<file path="src/rtl/cnn_ch_accumulator.sv">
// Per-pixel channel reducer: sums CI kernel partials, adds bias, optional ReLU,
// saturates to DATA_LEN and tracks pixel position within the output feature map.
module cnn_ch_accumulator #(
    parameter int CI       = 3,
    parameter int DATA_LEN = 8,
    parameter int ACC_LEN  = 20,
    parameter int NUM_PIX  = 16
) (
    input  logic                       clk,
    input  logic                       reset_n,
    input  logic                       i_soft_reset,
    input  logic                       i_in_valid,
    input  logic signed [DATA_LEN-1:0] i_in_kernel_acc,
    input  logic signed [DATA_LEN-1:0] i_bias,
    input  logic                       i_relu_en,
    output logic                       o_ot_valid,
    output logic signed [DATA_LEN-1:0] o_ot_ch_acc,
    output logic                       o_ot_last,
    output logic                       o_ot_busy
);
    localparam int CH_W  = (CI > 1) ? $clog2(CI) : 1;
    localparam int PIX_W = (NUM_PIX > 1) ? $clog2(NUM_PIX) : 1;
    localparam logic [CH_W-1:0]  CH_LAST  = CH_W'(CI - 1);
    localparam logic [PIX_W-1:0] PIX_LAST = PIX_W'(NUM_PIX - 1);
    localparam logic signed [ACC_LEN-1:0] SAT_MAX =
        {{(ACC_LEN-DATA_LEN+1){1'b0}}, {(DATA_LEN-1){1'b1}}};
    localparam logic signed [ACC_LEN-1:0] SAT_MIN =
        {{(ACC_LEN-DATA_LEN+1){1'b1}}, {(DATA_LEN-1){1'b0}}};

    typedef enum logic {IDLE, ACC} state_t;

    state_t                       state_q, state_d;
    logic [CH_W-1:0]              ch_cnt_q, ch_cnt_d;
    logic [PIX_W-1:0]             pix_cnt_q, pix_cnt_d;
    logic signed [ACC_LEN-1:0]    acc_q, acc_d;
    logic                         valid_q, valid_d;
    logic                         last_q, last_d;
    logic signed [DATA_LEN-1:0]   data_q, data_d;

    logic signed [ACC_LEN-1:0]    in_ext, bias_ext, sum, act;
    logic signed [DATA_LEN-1:0]   sat;
    logic                         last_ch;

    always_comb begin
        in_ext   = {{(ACC_LEN-DATA_LEN){i_in_kernel_acc[DATA_LEN-1]}}, i_in_kernel_acc};
        bias_ext = {{(ACC_LEN-DATA_LEN){i_bias[DATA_LEN-1]}}, i_bias};
        // acc_q is zero in IDLE, so the same adder serves channel 0 and the CI=1 build
        sum      = acc_q + in_ext + bias_ext;
        act      = (i_relu_en && sum[ACC_LEN-1]) ? '0 : sum;
        if (act > SAT_MAX)      sat = SAT_MAX[DATA_LEN-1:0];
        else if (act < SAT_MIN) sat = SAT_MIN[DATA_LEN-1:0];
        else                    sat = act[DATA_LEN-1:0];
        last_ch  = (CI == 1) || (state_q == ACC && ch_cnt_q == CH_LAST);

        state_d   = state_q;
        ch_cnt_d  = ch_cnt_q;
        pix_cnt_d = pix_cnt_q;
        acc_d     = acc_q;
        valid_d   = 1'b0;
        last_d    = 1'b0;
        data_d    = data_q;

        if (i_soft_reset) begin
            state_d   = IDLE;
            ch_cnt_d  = '0;
            pix_cnt_d = '0;
            acc_d     = '0;
            data_d    = '0;
        end else if (i_in_valid) begin
            if (last_ch) begin
                valid_d   = 1'b1;
                data_d    = sat;
                last_d    = (pix_cnt_q == PIX_LAST);
                pix_cnt_d = (pix_cnt_q == PIX_LAST) ? '0 : pix_cnt_q + 1'b1;
                acc_d     = '0;
                ch_cnt_d  = '0;
                state_d   = IDLE;
            end else begin
                acc_d    = acc_q + in_ext;
                ch_cnt_d = ch_cnt_q + 1'b1;
                state_d  = ACC;
            end
        end
    end

    always_ff @(posedge clk or negedge reset_n) begin
        if (!reset_n) begin
            state_q   <= IDLE;
            ch_cnt_q  <= '0;
            pix_cnt_q <= '0;
            acc_q     <= '0;
            valid_q   <= 1'b0;
            last_q    <= 1'b0;
            data_q    <= '0;
        end else begin
            state_q   <= state_d;
            ch_cnt_q  <= ch_cnt_d;
            pix_cnt_q <= pix_cnt_d;
            acc_q     <= acc_d;
            valid_q   <= valid_d;
            last_q    <= last_d;
            data_q    <= data_d;
        end
    end

    assign o_ot_valid  = valid_q;
    assign o_ot_last   = last_q;
    assign o_ot_ch_acc = data_q;
    assign o_ot_busy   = (state_q == ACC);
endmodule

</file>
<file path="config.mk">
export PLATFORM = sky130hd
export DESIGN_NAME = cnn_ch_accumulator
export DESIGN_NICKNAME = d
export VERILOG_FILES = /design/src/rtl/cnn_ch_accumulator.sv
export SDC_FILE = /design/constraint.sdc
export NUM_CORES = 1
export LEC_CHECK = 0
export CORE_MARGIN = 1
export CORE_UTILIZATION = 35
export DETAILED_ROUTE_END_ITERATION = 12
export PLACE_DENSITY_LB_ADDON = 0.3
export SETUP_SLACK_MARGIN = 0.15
export SLEW_MARGIN = 20
export SYNTH_ARGS = -nofsm -noshare
export SYNTH_HDL_FRONTEND = slang
export SYNTH_SLANG_ARGS = --single-unit
</file>
<file path="constraint.sdc">
create_clock -name clk -period 4.5 [get_ports clk]
set_input_delay 0.675 -clock clk [delete_from_list [all_inputs] [get_ports clk]]
set_output_delay 0.675 -clock clk [all_outputs]
set_load 0.02 [all_outputs]
</file>
==> metrics.yaml <==
synth_top_flop_cell: "sky130_fd_sc_hd__dfrtp_1"
ratio_of_final_minimum_period_to_clock_period_pct: 100
area_delta_synth_final_pct: 51.3
drtAntennaViolNets: 0
route.detailed.wl_per_inst_um: 15.9
cell_breakdown_of_the_critical_path: "buf_6, ha_4, fa_2, a21o_1, a21oi_4, buf_6, o21bai_1, a211oi_2, nor2_2, ha_2, or2_4, a211oi_4, o21ai_1, a21o_1, buf_4, o211ai_1, and2_4, nand4_1, o311a_4, a221o_1"
filler_cell_count: 912
timing.final.hold_violations: 0
cts.root.buffer_cell: "sky130_fd_sc_hd__clkbuf_8"
reg2reg_from: "acc_q[0]"
cts_htree_levels: 2
post_cts_hold_buffer_count: 0
number_of_register_bits_inferred_by_synthesis: 37
final_cell_mix: "sky130_fd_sc_hd__buf_4 (119), sky130_fd_sc_hd__dfrtp_1 (37), sky130_fd_sc_hd__ha_1 (28)"
placement.io_buffers: 31
final_layout_size_suffix_gt1_share_pct: 37.0
asyncSetResetFlopFracSynth_pct: 100
worst-r2r-cell-count: 19
vias_per_cell: 5.36
wirelength_um: 10800
final.setup.worst_slack_ns: -0.0176
syn-num-nets: 464
multiInputGateArea_mm2: 0.00294
number_of_library_cell_types_mapped_by_synthesis: 63
max_clock_freq_ghz: 0.221
power.total_w: 0.00273
cap_viol_max_count: 0
synth_edf_count: 0
cts_max_path_bufs: 2
ys_warn_count: 0
report.final.setup_viol: 2
via_count: 3655
required_ns: 4.69
start_kind: "primary input"
timing_worst_slew_pin_value_ns: 0.977
clk_latency_worst_skew_pair_ns: 0.30
ant_cells: 0
floorplan.initialDensity_pct: 36.4
cts_num_sinks: 37
gr-total-overflow: 0
timing.critical_path.buf_inv: 3
pwr_density_cell_mw_per_mm2: 505
grt_max_degree: 38
grt_setup_unrepaired: "true"
final_core_utilization_pct: 55.1
dp_worst_setup_slack_ns: -0.764
cp_top_family: "compound AO/OA/AOI/OAI gates"
run_status: "finished, violations left"
cts_tree: "built"
dp.final_hpwl_um: 7790
holdCritPathClass: "primary input to async pin"
irDropWorstVdd_uv: 227
gp_congestion: 0.907
final_net_count: 611
yosysSeqAreaShare_pct: 25.9
regToRegEndpoint: "o_ot_ch_acc[1]"
slew_headroom_pct: 34.8
power_leakage_nw: 2.52
critPathMaxFanout: 7
cts_buffers: 5
clkSlewWorstSetupHoldPaths_ns: 0.08
first_iter_violations: 110
area.sequential_um2: 926
worst-setup-path-type: "primary input to register"
timing.reg2reg.setup_slack_ns: 0.01
grt_util_all_layers_pct: 21.0
die_area_mm2: 0.0106
first_global_vias: 3696
rows: 36
dieHeight_um: 103
cp_slowest_stage_delay_ns: 0.39
critical_path_arrival_ns: 4.71
crit_slowest_cell: "sky130_fd_sc_hd__fa_2"
die_w_um: 103
post_synth_instance_area_mm2: 0.00357
tightest_hold_margin_ns: 0.480
detail_route.first_pass.iterations: 4
number_of_antenna_violations_at_the_first_check_in_global_routing: 0
layout_min_cycle_time_ns: 4.52
most_common_cell_after_layout_fill_and_taps_aside: "sky130_fd_sc_hd__buf_4"
ios: 32
detail_route.drc_violations: 0
netlist_instances: 401
grt_pass1_wl_um: 17300
endpoint_kind: "register"
core_area_mm2: 0.00982
violated_checks: "negative setup slack"
timing.final.max_slew_violations: 0
synth.avg_cell_area_um2: 8.91
clock_skew_ns: 0.00395
[metrics by stage]
stage,cells,TNS [ns],instance area (um^2)
6_report,682,-0.0244,5410
5_1_grt,682,-1.24,5410
4_1_cts,671,-0.329,5100
3_5_place_dp,653,-5.87,4770
3_3_place_gp,653,-5.35,4770
2_1_floorplan,401,-0.558,3610
[synthesized netlist by cell type (4+ instances only)]
master                     instances  area, um^2
sky130_fd_sc_hd__ha_1             40         500
sky130_fd_sc_hd__dfrtp_1          37         926
sky130_fd_sc_hd__a21oi_1          31         155
sky130_fd_sc_hd__nor2_1           30         113
sky130_fd_sc_hd__nand2_1          27         101
sky130_fd_sc_hd__xnor2_1          22         193
sky130_fd_sc_hd__a22o_1           19         166
sky130_fd_sc_hd__a21o_1           16         120
sky130_fd_sc_hd__inv_1            14        52.6
sky130_fd_sc_hd__o21ai_0          13        65.1
sky130_fd_sc_hd__nand3_1          11        55.1
sky130_fd_sc_hd__o21ai_1          11        55.1
sky130_fd_sc_hd__xor2_1           11        96.3
sky130_fd_sc_hd__clkbuf_1          9        33.8
sky130_fd_sc_hd__a221o_1           8        80.1
sky130_fd_sc_hd__o21a_1            8        60.1
sky130_fd_sc_hd__a211oi_1          7        52.6
sky130_fd_sc_hd__nor3_1            7        35.0
sky130_fd_sc_hd__or3_1             5        31.3
sky130_fd_sc_hd__a31oi_1           4        25.0
sky130_fd_sc_hd__nand4_1           4        25.0
sky130_fd_sc_hd__o211ai_1          4        30.0
sky130_fd_sc_hd__o21bai_1          4        30.0
sky130_fd_sc_hd__o31ai_1           4        30.0
[worst max-delay path by stage]
stage / from / to / slack (ns) / cells after the start
after global routing: i_in_kernel_acc[0] / o_ot_ch_acc[3] / -0.19 / 21
final: i_in_kernel_acc[0] / o_ot_ch_acc[1] / -0.02 / 20
after floorplan: i_in_kernel_acc[0] / o_ot_ch_acc[0] / -0.08 / 20
after detailed placement: i_in_kernel_acc[1] / o_ot_ch_acc[5] / -0.76 / 18
after global placement: i_in_kernel_acc[7] / o_ot_ch_acc[1] / -0.69 / 19
after CTS: i_in_kernel_acc[0] / o_ot_ch_acc[1] / -0.06 / 19
[kinds of logic (layout without fill, tap and decap cells)]
| kind of cell | Yosys count | in the layout | share of synthesized area, % |
|---|---|---|---|
| buf+inv | 28 | 176 | 3.60 |
| flops | 37 | 37 | 25.9 |
| fa+ha+maj | 42 | 42 | 15.1 |
| simple gates | 106 | 106 | 14.5 |
| compound gates | 153 | 153 | 32.2 |
| mux | 2 | 2 | 0.595 |
| xor+xnor | 33 | 33 | 8.09 |
[layer usage]
layer / GRT usage, % / wire [um] / vias to the layer above
met1: 27.0 / 4920 / 1763
met5: 0 / 0 / -
li1: - / - / 1806
met4: 5.96 / 192 / 0
met3: 3.59 / 328 / 16
met2: 36.3 / 5380 / 70
[cell type report]
type	instances	share of cell area (%)
Sequential cell	37	17.1
Timing Repair Buffer	154	22.8
Multi-Input combinational cell	336	54.4
Clock inverter	2	0.278
Clock buffer	6	1.34
Tap cell	133	3.08
Inverter	14	0.972
[sequential cells by signal (all words and copies together) (netlist names)]
register,cells
ch_cnt_q,2
o_ot_busy,1
acc_q,20
o_ot_valid,1
o_ot_last,1
pix_cnt_q,4
o_ot_ch_acc,8
[where the power goes]
group / internal [W] / switching, W / leakage, nW
clock: 0.000109 / 0.000142 / 0.0374
combinational: 0.00109 / 0.000995 / 1.98
sequential: 0.000364 / 0.0000256 / 0.501
total: 0.00157 / 0.00116 / 2.52
[repair_timing]
item	CTS	global route
endpoints found under the setup margin	8	8
buffers inserted	10	11
resized for setup	44	45
pin swaps	39	47
Note: power is estimated with default switching activity, not from simulation.
